<file path="config.mk">
export PLATFORM = sky130hd
export DESIGN_NAME = decoder_scan_sequencer
export DESIGN_NICKNAME = d
export VERILOG_FILES = /design/src/rtl/decoder_scan_sequencer.sv
export SDC_FILE = /design/constraint.sdc
export NUM_CORES = 1
export LEC_CHECK = 0
export ABC_AREA = 1
export CORE_ASPECT_RATIO = 0.75
export CORE_MARGIN = 4
export CORE_UTILIZATION = 46
export DETAILED_ROUTE_END_ITERATION = 6
export PLACE_DENSITY = 0.79
export SLEW_MARGIN = 20
export SYNTH_ARGS = -nofsm -noshare
export SYNTH_HDL_FRONTEND = slang
export SYNTH_SLANG_ARGS = --single-unit
</file>
<file path="constraint.sdc">
create_clock -name clk -period 1.9 [get_ports clk]
set_input_delay 0.285 -clock clk [delete_from_list [all_inputs] [get_ports clk]]
set_output_delay 0.285 -clock clk [all_outputs]
set_load 0.01 [all_outputs]
</file>
<file path="src/rtl/decoder_scan_sequencer.sv">
// Scan sequencer driving the select (A) and enable (E) of a 4-to-16 decoder.
// Define SCAN_BLANK_EN to insert one E=0 blanking cycle on every channel change.
module decoder_scan_sequencer #(
  parameter int DWELL_W = 8,
  parameter int NUM_CH  = 16
) (
  input  logic               clk,
  input  logic               rst_n,
  input  logic               start,
  input  logic               stop,
  input  logic               mode,
  input  logic [DWELL_W-1:0] dwell,
  input  logic [NUM_CH-1:0]  mask,
  output logic [3:0]         A,
  output logic               E,
  output logic               busy,
  output logic               done,
  output logic               wrap
);

  typedef enum logic [1:0] {
    IDLE  = 2'd0,
    DRIVE = 2'd1,
    DONE  = 2'd2
`ifdef SCAN_BLANK_EN
    ,
    BLANK = 2'd3
`endif
  } state_t;

  state_t             state_reg, state_next;
  logic [3:0]         a_reg, a_next;
  logic               e_reg, e_next;
  logic               busy_reg, busy_next;
  logic               done_reg, done_next;
  logic               wrap_reg, wrap_next;
  logic               mode_reg, mode_next;
  logic [DWELL_W-1:0] cnt_reg, cnt_next;

  logic [NUM_CH-1:0]  above_vec;
  logic [3:0]         lowest_ch;
  logic [3:0]         above_ch;
  logic               above_found;
  logic               mask_empty;
  logic [DWELL_W-1:0] dwell_m1;

  // Candidate channels strictly above the current select.
  generate
    for (genvar gi = 0; gi < NUM_CH; gi++) begin : g_above
      assign above_vec[gi] = mask[gi] && (4'(gi) > a_reg);
    end
  endgenerate

  // Descending loops leave the lowest matching index in the result.
  always_comb begin
    lowest_ch   = '0;
    above_ch    = '0;
    above_found = 1'b0;
    for (int i = NUM_CH - 1; i >= 0; i--) begin
      if (mask[i]) begin
        lowest_ch = 4'(i);
      end
      if (above_vec[i]) begin
        above_ch    = 4'(i);
        above_found = 1'b1;
      end
    end
  end

  assign mask_empty = (mask == '0);
  // The counter holds remaining cycles minus one, so dwell of 0 or 1 both give one cycle.
  assign dwell_m1   = (dwell == '0) ? '0 : dwell - 1'b1;

  always_comb begin
    state_next = state_reg;
    a_next     = a_reg;
    e_next     = e_reg;
    busy_next  = busy_reg;
    done_next  = 1'b0;
    wrap_next  = 1'b0;
    mode_next  = mode_reg;
    cnt_next   = cnt_reg;

    if (stop) begin
      state_next = IDLE;
      e_next     = 1'b0;
      busy_next  = 1'b0;
    end else begin
      case (state_reg)
        IDLE: begin
          e_next    = 1'b0;
          busy_next = 1'b0;
          if (start && !mask_empty) begin
            state_next = DRIVE;
            a_next     = lowest_ch;
            e_next     = 1'b1;
            busy_next  = 1'b1;
            mode_next  = mode;
            cnt_next   = dwell_m1;
          end
        end
        DRIVE: begin
          if (cnt_reg != '0) begin
            cnt_next = cnt_reg - 1'b1;
          end else if (mask_empty || (!above_found && mode_reg)) begin
            state_next = DONE;
            e_next     = 1'b0;
            done_next  = 1'b1;
          end else begin
            a_next    = above_found ? above_ch : lowest_ch;
            wrap_next = !above_found;
            cnt_next  = dwell_m1;
`ifdef SCAN_BLANK_EN
            state_next = BLANK;
            e_next     = 1'b0;
`endif
          end
        end
`ifdef SCAN_BLANK_EN
        BLANK: begin
          state_next = DRIVE;
          e_next     = 1'b1;
        end
`endif
        DONE: begin
          state_next = IDLE;
          e_next     = 1'b0;
          busy_next  = 1'b0;
        end
        default: begin
          state_next = IDLE;
          e_next     = 1'b0;
          busy_next  = 1'b0;
        end
      endcase
    end
  end

  always_ff @(posedge clk or negedge rst_n) begin
    if (!rst_n) begin
      state_reg <= IDLE;
      a_reg     <= '0;
      e_reg     <= 1'b0;
      busy_reg  <= 1'b0;
      done_reg  <= 1'b0;
      wrap_reg  <= 1'b0;
      mode_reg  <= 1'b0;
      cnt_reg   <= '0;
    end else begin
      state_reg <= state_next;
      a_reg     <= a_next;
      e_reg     <= e_next;
      busy_reg  <= busy_next;
      done_reg  <= done_next;
      wrap_reg  <= wrap_next;
      mode_reg  <= mode_next;
      cnt_reg   <= cnt_next;
    end
  end

  assign A    = a_reg;
  assign E    = e_reg;
  assign busy = busy_reg;
  assign done = done_reg;
  assign wrap = wrap_reg;

endmodule

</file>
==> summary.txt, run 1 <==
number of vias per cell = 5.18
largest family of logic cells by synthesized area = simple AND/OR/NAND/NOR gates
cts hold-fix bufs = 0
Die X = 78.4 um
Reg2Reg Depth = 12
CP required = 2070 ps
main area contributors after synthesis = dfrtp_1 (28%), nand2_1 (17%), inv_1 (8.6%)
status = finished with violations
Final Max Tran Viols = 0
average wire per standard cell = 12.9 um
clock buffer depth = 2
chip height = 60.8 um
Post-Synth Simple-Gate Area = 34.3%
PnR worst setup slack = -92.6 ps
Synth Net Count = 302
reg-to-reg critical path endpoint = A[3]
initial core utilization = 50.0%
Min-Delay Path Class = in2async
clock slew at reported path FFs = 70 ps
CP Class = reg2reg
die area = 4770 sq um
worst setup path start = A[1]
First-pass DRT Iterations = 5
Highest Clock Rate = 502 MHz
CTS buffer count = 3
syn avg cell area = 6.34 sq um
total power = 1960 uW
DRT Wirelength = 5.32 mm
CTS Sinks = 19
number of global-route vias before repair = 1810
first-pass GRT wire length = 7.91 mm
static leakage = 0.00140 uW
Slew HR = 83.3%
Compound-Gate Fraction of Synth Area = 17.3%
Layout Skew = 3.47 ps
Distinct cells, synth = 35
grt total ovfl = 0
Worst R2R Start = A[1]
Port-buffer cells = 36
worst slew pin tran = 249 ps
yosys warns = 0
# placed instances = 394
number of nets still failing antenna checks after routing = 0
total track usage = 21.3%
DRC = 0
GP Congestion = 0.893
initial antenna violation count = 0
top-area cell type share of the netlist area = 27.8%
Synth Area in Adders = 2.19%
Clock Latency Late Sink = 260 ps
share of cells above drive strength 1 = 32.6%
worst vdd ir = 0.558 mV
number of core rows = 18
core footprint = 3420 sq um
initial drt markers = 241
Top Ports = 37
CP endpoint = A[3]
Tmin final = 1990 ps
violated checks = setup timing
Final Setup Violations = 13
sequential fraction of the synthesis area = 27.8%
htree depth = 1
Final Hold Vio Count = 0
Final #Nets = 395
fin crit share = 105%
Critical Path Sink Type = flip-flop
unrepaired setup endpoints after global routing = yes
max reg flops = 8
Synth Area in XOR/XNOR = 5.63%
Detailed Place HPWL = 3.79 mm
#FFs+latches synth = 19
CP arrival = 2170 ps
synthesized netlist cell count = 270
largest area contributor in the netlist = dfrtp_1
largest net degree at the start of global routing = 20
synthesized area = 1710 sq um
r2r setup slk = -90 ps
PD cells = 719 nW/um^2
fin cells = 412
Root Driver = clkbuf_8
max cap viols = 0
mux share of post-synthesis cell area = 0.658%
P&R area growth vs syn = 59.2%
Worst setup SP type = flip-flop
CTS tree = built
ant diodes = 0
total vias in the final route = 2133
crit path max fanout = 8
-- layout by cell type, fill, tap and decap left out, types with 2 or more instances in the layout --
master	netlist	final
a21oi_1	7	7
a31oi_1	2	2
buf_4	0	49
buf_6	1	5
clkbuf_8	0	3
clkdlybuf4s50_1	0	36
dfrtp_1	19	15
dfrtp_2	0	4
ha_1	3	3
inv_1	39	39
inv_2	11	11
nand2_1	77	64
nand2_2	4	11
nand2_4	0	6
nand3_1	13	11
nand3_2	0	2
nand4_1	5	5
nor2_1	31	24
nor2_2	1	5
nor2_4	1	4
nor3_1	4	3
nor3_2	1	2
o21ai_0	4	4
o21ai_1	9	3
o21ai_2	6	12
o22ai_1	8	8
xnor2_1	2	2
xor2_1	9	9
-- Yosys cell counts (all sizes together) --
cell / count
a21boi: 1
buf: 2
dfrtp: 19
nor2: 33
and2: 1
o211ai: 2
a31oi: 3
or2: 1
xnor2: 2
ha: 3
a21oi: 8
o22ai: 8
o21a: 1
nor3: 5
clkinv: 1
mux2: 1
o221ai: 1
inv: 50
o21bai: 1
xor2: 9
nand3: 13
nand4: 5
o21ai: 19
nand2: 81
-- report_power, final --
group	leakage, uW	internal [uW]	switching [uW]
clock network	0.0000228	149	139
registers	0.000236	475	94.3
logic	0.00114	533	568
-- worst max-delay path, cell delays in order (launching register included) --
cell,delay (ps)
dfrtp_2,480
nor2_4,80
o21ai_2,170
nand2_1,110
a21oi_2,150
nand3_2,140
nor2_4,170
nand2_4,80
nand2_4,90
nand2_2,70
nand2_4,110
nor2_1,70
a21oi_1,160
-- layout make-up --
class	count	area (sq um)
multi-input combinational	198	1160
fill	238	698
clock buffer	4	45.0
sequential	19	480
tap	50	62.6
timing repair buffer	90	785
inverter	51	191
-- worst min-delay path by stage --
stage | start | end | slack, ps
final | rst_n | cnt_reg[2] | 360
after global routing | rst_n | wrap | 390
after CTS | rst_n | cnt_reg[2] | 370
after detailed placement | busy | busy | 480
after global placement | busy | busy | 470
after floorplan | rst_n | A[0] | -10
-- metal layers --
layer,GRT usage (%),vias to the layer above,routed length [um]
met5,0,-,0
met4,2.24,0,50
met3,4.45,12,434
met2,33.9,87,2330
met1,31.2,991,2510
li1,-,1043,-
-- cells by family (layout without fill, tap and decap cells) --
family / count (synthesis) / in the layout
and+or+nand+nor: 139 / 139
adders and majority gates: 3 / 3
buffers and inverters: 53 / 145
muxes: 1 / 1
DFF: 19 / 19
AOI/OAI and AO/OA: 44 / 44
xor gates and xnor gates: 11 / 11
-- what timing repair did --
item / in CTS / in global routing
gates resized for setup: 16 / 31
pin swaps: 6 / 14
endpoints found under the setup margin: 16 / 17
setup buffers: 8 / 8
-- per-stage QoR --
stage | cell area, sq um | TNS, ps | setup WS (ps) | hold WS (ps) | utilization, %
CTS | 2570 | -3.94 | -3.94 | 366 | 75.1
global route | 2730 | -2870 | -206 | 386 | 79.6
global placement | 2420 | -3260 | -237 | 471 | 70.7
finish | 2730 | -800 | -92.6 | 359 | 79.6
floorplan | 1710 | 0 | 12.7 | -10.6 | -
detailed placement | 2420 | -4100 | -328 | 478 | 70.7
No activity file was read; power rests on OpenSTA's default activity.
==> inputs of run 2 (changes only) <==
CORE_MARGIN = 1.5   (was 4)
==> summary.txt, run 2 (synthesis gave the netlist of run 1 again) <==
CP arrival = 2200 ps (+30 ps)
Final Setup Violations = 15 (+2)
chip height = 55.8 um (-8.2%)
fin crit share = 108% (+3.2 points)
Port-buffer cells = 36 (unchanged)
Root Driver = clkbuf_8
delay-heaviest family, CP = simple AND/OR/NAND/NOR gates
crit path max fanout = 4 (-4)
CTS Sinks = 19 (unchanged)
share of cells above drive strength 1 = 32.3% (-0.28 points)
clock slew at reported path FFs = 70 ps (about the same)
core footprint = 3420 sq um (unchanged)
number of global-route vias before repair = 1923 (+6.2%)
Slowest cell on crit path = dfrtp_2
unrepaired setup endpoints after global routing = yes
number of vias per cell = 5.29 (+2.2%)
total track usage = 26.9% (+5.6 points)
Placed Instance Area = 2420 sq um (-0.10%)
GP Congestion = 0.913 (+2.3%)
CTS tree = built
reg-to-reg critical path endpoint = A[2]
Final #Nets = 392 (-0.76%)
Detailed Place HPWL = 3.75 mm (-0.87%)
Final Core Density = 80.0% (+0.40 points)
PnR worst setup slack = -153 ps (-60.9 ps)
number of core rows = 18 (unchanged)
P_sw = 831 uW (+3.8%)
CTS buffer count = 3 (unchanged)
internal power = 1180 uW (+1.8%)
worst vdd ir = 0.429 mV (-23%)
initial core utilization = 50.0% (unchanged)
Top Ports = 37 (unchanged)
worst slew pin tran = 300 ps (+50.9 ps)
Reg2Reg Depth = 12 (unchanged)
first-pass GRT wire length = 8.60 mm (+8.7%)
Final Max Tran Viols = 0 (unchanged)
CP max stage delay = 480 ps (about the same)
CP Class = reg2reg
htree depth = 1 (unchanged)
Worst R2R Start = A[1]
grt total ovfl = 0 (unchanged)
average wire per standard cell = 14.1 um (+8.9%)
First-pass DRT Iterations = 5 (unchanged)
P&R area growth vs syn = 60.0%
Cell Chain, Critical Path = buf_4 > o21ai_2 > nand2_1 > nand2_1 > nor2_2 > nand2_2 > nor2_4 > buf_12 > nor2_4 > buf_4 > o22ai_1 > o21a_1
Min-Delay Path Class = in2async
PD cells = 734 nW/um^2 (+2.1%)
Highest Clock Rate = 487 MHz (-3.0%)
worst setup path start = A[1]
Slew HR = 79.9% (-3.3 points)
cts hold-fix bufs = 0 (unchanged)
CP endpoint = A[2]
Final Hold Vio Count = 0 (unchanged)
clock buffer depth = 2 (unchanged)
r2r setup slk = -150 ps (-60 ps)
CP required = 2050 ps (-20 ps)
Critical Path Sink Type = flip-flop
ant diodes = 0 (unchanged)
status = finished with violations
Layout Skew = 9.57 ps (+6.11 ps)
violated checks = setup timing
number of nets still failing antenna checks after routing = 0 (unchanged)
largest net degree at the start of global routing = 20 (unchanged)
most frequent cells in the layout = nand2_1 (67), buf_4 (45), inv_1 (39)
Worst setup SP type = flip-flop
most common cell after layout, fill and taps aside = nand2_1
initial antenna violation count = 0 (unchanged)
Seq pwr share = 28.1% (-1.0 points)
DRT Wirelength = 5.76 mm (+8.2%)
Post-Layout Inst Area = 2740 sq um (+0.51%)
initial drt markers = 206 (-15%)
total vias in the final route = 2164 (+1.5%)
Tmin final = 2050 ps (+60.9 ps)
Die X = 73.4 um (-6.4%)
Clock Latency Late Sink = 270 ps (about the same)
clock share of power = 14.3% (-0.4 points)
max cap viols = 0 (unchanged)
combinational power share = 57.6% (+1.4 points)
Filler cells = 207 (-13%)
Switching Share = 41.4% (+0.48 points)
DRC = 0 (unchanged)
static leakage = 0.00138 uW (-1.3%)
max reg flops = 8 (unchanged)
stages on the worst setup path = 12 (unchanged)
die area = 4100 sq um (-14%)
Buffers & Inverters on Critical Path = 3 (+3)
-- run 2: cell count changes in the layout (fill, tap and decap cells not counted), sizes merged --
cell,before,now
buf,54,51
clkdlybuf4s50,36,35
dlymetal6s2s,0,1
-- run 2: power by group through the flow --
stage / clock network [uW] / logic [uW] / registers, uW
after floorplan: 0 / 502 / 548
after global placement: 0 / 889 / 546
after detailed placement: 0 / 904 / 547
after CTS: 286 / 1030 / 550
after global routing: 300 / 1240 / 573
final: 287 / 1160 / 564
-- run 2: cell type report --
cell class              instances  area, sq um  area share [%]
multi-input cells             198         1170            42.8
clock buffers                   4         45.0            1.64
flip-flops and latches         19          480            17.5
inverters                      51          194            7.08
well taps                      50         62.6            2.28
repair buffers                 87          786            28.7
-- run 2: worst min path at each step --
stage | from | to | slack, ps | cells after the start
final | rst_n | wrap | 350 | 2
after floorplan | rst_n | A[0] | -10 | 0
after CTS | rst_n | cnt_reg[1] | 360 | 2
after global routing | rst_n | cnt_reg[0] | 390 | 2
after global placement | busy | busy | 470 | 2
after detailed placement | busy | busy | 480 | 2
-- run 2: per-stage QoR --
step	TNS, ps	total power (uW)	setup slack (ps)	hold WS [ps]	cells
after global routing	-2620	2120	-214	390	409
after CTS	-7.98	1870	-4.06	364	406
after global placement	-2880	1440	-231	471	392
after floorplan	0	1050	12.7	-10.6	270
final	-1290	2010	-153	355	409
after detailed placement	-3820	1450	-298	479	392
-- run 2: metal layers --
layer  wire length (um)  track usage [%]  up-vias
met1               2480             39.9      967
met4                199             6.88        0
li1                   -                -     1034
met2               2580             40.1      138
met5                  0                0        -
met3                488             4.71       25
-- run 2: timing repair --
item,CTS,global route
pin swaps,9,16
endpoints found under the setup margin,14,17
resized for setup,23,27
endpoints found under the hold margin,0,0
buffers inserted,11,3
==> inputs of run 3 (changes only) <==
GPL_TIMING_DRIVEN = 1   (was not set)
==> results of run 3 <==
Same layout as run 2: the final DEF is identical, and so are final timing and power.
==> RTL edit 1, RTL diff (settings of run 3) <==
Add an input register stage for `start`, `stop`, `mode`, `dwell` and `mask`, cleared by the reset; this delays them by one clock. Comments in the files are not updated.
--- a/src/rtl/decoder_scan_sequencer.sv
+++ b/src/rtl/decoder_scan_sequencer.sv
@@ -28,6 +28,28 @@
 `endif
   } state_t;
 
+  logic start_q;
+  logic stop_q;
+  logic mode_q;
+  logic [DWELL_W-1:0] dwell_q;
+  logic [NUM_CH-1:0] mask_q;
+
+  always_ff @(posedge clk or negedge rst_n) begin
+    if (!rst_n) begin
+      start_q <= '0;
+      stop_q  <= '0;
+      mode_q  <= '0;
+      dwell_q <= '0;
+      mask_q  <= '0;
+    end else begin
+      start_q <= start;
+      stop_q  <= stop;
+      mode_q  <= mode;
+      dwell_q <= dwell;
+      mask_q  <= mask;
+    end
+  end
+
   state_t             state_reg, state_next;
   logic [3:0]         a_reg, a_next;
   logic               e_reg, e_next;
@@ -47,7 +69,7 @@
   // Candidate channels strictly above the current select.
   generate
     for (genvar gi = 0; gi < NUM_CH; gi++) begin : g_above
-      assign above_vec[gi] = mask[gi] && (4'(gi) > a_reg);
+      assign above_vec[gi] = mask_q[gi] && (4'(gi) > a_reg);
     end
   endgenerate
 
@@ -57,7 +79,7 @@
     above_ch    = '0;
     above_found = 1'b0;
     for (int i = NUM_CH - 1; i >= 0; i--) begin
-      if (mask[i]) begin
+      if (mask_q[i]) begin
         lowest_ch = 4'(i);
       end
       if (above_vec[i]) begin
@@ -67,9 +89,9 @@
     end
   end
 
-  assign mask_empty = (mask == '0);
+  assign mask_empty = (mask_q == '0);
   // The counter holds remaining cycles minus one, so dwell of 0 or 1 both give one cycle.
-  assign dwell_m1   = (dwell == '0) ? '0 : dwell - 1'b1;
+  assign dwell_m1   = (dwell_q == '0) ? '0 : dwell_q - 1'b1;
 
   always_comb begin
     state_next = state_reg;
@@ -81,7 +103,7 @@
     mode_next  = mode_reg;
     cnt_next   = cnt_reg;
 
-    if (stop) begin
+    if (stop_q) begin
       state_next = IDLE;
       e_next     = 1'b0;
       busy_next  = 1'b0;
@@ -90,12 +112,12 @@
         IDLE: begin
           e_next    = 1'b0;
           busy_next = 1'b0;
-          if (start && !mask_empty) begin
+          if (start_q && !mask_empty) begin
             state_next = DRIVE;
             a_next     = lowest_ch;
             e_next     = 1'b1;
             busy_next  = 1'b1;
-            mode_next  = mode;
+            mode_next  = mode_q;
             cnt_next   = dwell_m1;
           end
         end
Check against the original RTL: not equivalent (a bounded check fails within 4 cycles, from zero or initial values and one cycle with rst_n low).
==> RTL edit 1 against run 3 <==
  * The flow still finishes with violations (negative setup slack)
  * Final area rose by 23%
  * Wire length shrank 4.7%
  * Die area up 39%
  * Clock power grew to 3.1 times the old value
  * Sequential cell count grew 27
  * Sequential power is 120% higher
  * Cell count increased by 4.9%
  * Worst setup slack better by 0.11 ns
  * Area after synthesis up 41%
  * Fmax is 5.8% higher
  * Total power grew 52%
  * Utilization decreased by 12 points
  * Critical endpoint is now A[1]
==> RTL edit 1: results (changes against run 3) <==
logic_synthesis:
  yosys-top-cells-count: "nand2_1 (80), dfrtp_1 (46), inv_1 (41), nor2_1 (31), nand3_1 (12)"  # was nand2_1 (77), inv_1 (39), nor2_1 (31), dfrtp_1 (19), nand3_1 (13)
  synth_xor_area_frac: 0.03276  # was 0.05629
  synth.net_count: 329  # was 302
  synth-compound-area-share: 0.1066  # was 0.1732
clock_tree:
  clkTransAtPathRegs_ns: 0.09  # was 0.07 ns
  postCtsResizedCells: 11  # was 23
  clkLatencyLatePin_ns: 0.30  # was 0.27 ns
  cts_buffers: 5  # was 3
  htree_levels: 2  # was 1
place:
  place_inst: 411  # was 392
  placed_area_sq_um: 2964  # was 2416 sq um
layout:
  layout-drive-gt1-share: 0.2764  # was 0.3231
  seq_share: 0.3420  # was 0.1754
  nets: 399  # was 392
  bufAreaShareNonClock: 0.1708  # was 0.2869
  multi_input_area_sq_um: 1240  # was 1171 sq um
timing:
  layout_setup_ws_ns: -0.04178  # was -0.1535 ns
  setup-violations-final: 2  # was 15
power:
  ir_drop_uv: 488.4  # was 428.5 uV
worst_setup_path:
  worstRegToRegCells: 15  # was 12
global_route:
  grt_pass1_wl_um: 8845  # was 8604 um
  first_global_vias: 1962  # was 1923
die:
  taps: 60  # was 50
status:
  violations: "negative setup slack"  # unchanged
  status: "finished, violations left"  # unchanged
-- RTL edit 1: cell count changes after synthesis, sizes merged, moves of 4 or more --
cell   delta
dfrtp    +27
nand2     +8
o22ai     -8
inv       -4
-- RTL edit 1: metal layers --
| layer | up-vias | wire, um | GRT usage |
|---|---|---|---|
| met5 | - | 0 | 0 |
| met1 | 1016 | 2694 | 0.3043 |
| met3 | 9 | 304 | 0.03141 |
| met4 | 0 | 79 | 0.04839 |
| li1 | 1091 | - | - |
| met2 | 65 | 2403 | 0.3027 |
-- RTL edit 1: where the power goes --
group / leakage, uW / switching, uW / total (uW) / internal, uW
combinational: 0.00101 / 510 / 957 / 447
clock: 0.0000714 / 320 / 880 / 561
sequential: 0.000554 / 123 / 1220 / 1090
total: 0.00164 / 953 / 3050 / 2100
-- RTL edit 1: cell families after synthesis --
family,count (synthesis)
compound gates,40
xor+xnor,9
fa+ha+maj,2
buf+inv,48
flops,46
mux,1
simple gates,152
==> RTL edit 2, RTL diff (flow settings as in run 3) <==
Made on the original files. Build with the macro `SCAN_BLANK_EN` defined.
--- a/src/rtl/decoder_scan_sequencer.sv
+++ b/src/rtl/decoder_scan_sequencer.sv
@@ -1,5 +1,7 @@
 // Scan sequencer driving the select (A) and enable (E) of a 4-to-16 decoder.
 // Define SCAN_BLANK_EN to insert one E=0 blanking cycle on every channel change.
+`define SCAN_BLANK_EN
+
 module decoder_scan_sequencer #(
   parameter int DWELL_W = 8,
   parameter int NUM_CH  = 16
Function: changed (Yosys sat finds a counterexample within 4 cycles, from zero or initial values and one cycle with rst_n low).
==> RTL edit 2 against run 3 <==
  * The run still ends with negative setup slack left
  * Count of clock-buffer cells in the layout shrank 1
  * Final area grew 5.5%
  * Worst setup slack lost 0.026 ns
  * Sequential cell count is the same
  * Total power grew 35%
  * Highest routed layer unchanged
  * Non-clock buffer count grew 10
  * Area after synthesis grew 2.1%
  * Wire length grew 4.3%
==> RTL edit 2: results (changes against run 3) <==
layout:
  nFillCells: 253  # was 207
  nets: 412  # was 392
  layout-drive-gt1-share: 0.3404  # was 0.3231
  largest_reg_flops: 8  # unchanged
place:
  dpl.hpwl_um: 3733  # was 3753 um
  dp_worst_setup_slack_ns: -0.3019  # was -0.2984 ns
  place.gp.congestion: 0.9231  # was 0.9134
global_route:
  grt_pass1_wl_um: 9177  # was 8604 um
  first_global_vias: 2123  # was 1923
  grt_usage: 0.2815  # was 0.2691
status:
  status: "finished, violations left"  # unchanged
  violations: "negative setup slack"  # unchanged
worst_setup_path:
  path_max_fanout: 5  # was 4
  r2r_end: "cnt_reg[4]"  # was A[2]
  critPathArrivalTime_ns: 2.23  # was 2.20 ns
  worstRegToRegCells: 14  # was 12
timing:
  setup-violations-final: 15  # unchanged
  tightestPinTransition_ns: 0.3626  # was 0.2998 ns
  fin_skew_ns: 0.007421  # was 0.009574 ns
  layout_setup_ws_ns: -0.1794  # was -0.1535 ns
logic_synthesis:
  synth.net_count: 311  # was 302
  yosys-top-cells-count: "nand2_1 (73), inv_1 (43), nor2_1 (33), nand3_1 (22), dfrtp_1 (19)"  # was nand2_1 (77), inv_1 (39), nor2_1 (31), dfrtp_1 (19), nand3_1 (13)
  synthFlopType: "dfrtp_1"  # unchanged
  yosysSeqAreaShare: 0.2720  # was 0.2778
  yosysUniqueCellTypes: 33  # was 35
power:
  ir_drop_uv: 659.0  # was 428.5 uV
  intPower_uw: 1485  # was 1178 uW
detailed_routing:
  drt_iter0_drc: 209  # was 206
  wl_per_cell_um: 13.92  # was 14.07 um
  num_vias: 2246  # was 2164
[RTL edit 2: cell count changes in the layout (fill, tap and decap cells not counted), sizes merged, moves of 3 or more]
| cell | delta |
|---|---|
| a21oi | +3 |
| buf | +11 |
| nand2 | +4 |
| xnor2 | +3 |
| o31ai | +3 |
| nand3 | +9 |
| o22ai | -5 |
| xor2 | -5 |
[RTL edit 2: timing repair]
item,CTS,global route
pin swaps,10,15
gates resized for setup,21,39
gates cloned,1,0
setup buffers,12,7
endpoints found under the setup margin,15,15
hold endpoints to repair,0,0
[RTL edit 2: cell families after synthesis]
family | count (synthesis) | synth area share
AND/OR/NAND/NOR | 155 | 0.3951
AO/OA/AOI/OAI | 42 | 0.1467
adder cells (fa/ha/maj) | 3 | 0.02148
flip-flops | 19 | 0.2720
XOR/XNOR | 9 | 0.04509
buffers and inverters | 51 | 0.1195
[RTL edit 2: through the flow]
step | TNS [ns] | instance area [sq um] | hold WS [ns] | instances
finish | -1.770 | 2889 | 0.3485 | 431
global route | -3.419 | 2889 | 0.3702 | 431
CTS | -0.4324 | 2695 | 0.3471 | 424
detailed placement | -4.194 | 2464 | 0.5187 | 407
global placement | -3.528 | 2464 | 0.5038 | 407
floorplan | 0 | 1748 | -0.01059 | 279
[RTL edit 2: critical path, stage by stage, from the launching register on]
cell and delay [ns]:
dfrtp_2 0.48, nand2_4 0.10, inv_4 0.08, nand2_4 0.05, a22oi_2 0.21, nand2_2 0.11
nor2_4 0.15, nand2_2 0.08, o21ai_2 0.17, nand2_2 0.08, inv_2 0.08, nand2_4 0.10
buf_6 0.14, nand3_2 0.05, nand2_1 0.06
[RTL edit 2: cell type report]
class                      instances  area [sq um]  area share
timing repair buffer              97         838.3      0.2902
clock inverter                     1         5.005    0.001732
clock buffer                       3         41.29     0.01429
inverter                          49         188.9     0.06540
sequential                        19         479.2      0.1659
multi-input combinational        210          1271      0.4400
tap                               52         65.06     0.02252
[RTL edit 2: how the worst max path moves through the flow]
stage          slack, ns         end
2_1_floorplan       0.05  cnt_reg[0]
3_3_place_gp       -0.26        done
3_5_place_dp       -0.30        A[2]
4_1_cts            -0.06  cnt_reg[0]
5_1_grt            -0.28  cnt_reg[1]
6_report           -0.18  cnt_reg[4]
[RTL edit 2: power by group through the flow]
stage          Sequential (uW)  Clock (uW)  Combinational, uW
2_1_floorplan              696           0                732
3_3_place_gp               696           0               1210
3_5_place_dp               701           0               1240
4_1_cts                    709         296               1410
5_1_grt                    760         318               1830
6_report                   743         291               1680
[RTL edit 2: per-layer routing]
metal	wire length, um	share of wire	vias to the layer above	global-route usage
met5	0	0	-	0
met4	64	0.011	0	0.05556
met3	406	0.068	12	0.05027
met2	2918	0.49	96	0.4605
met1	2610	0.44	1043	0.3872
li1	-	-	1095	-
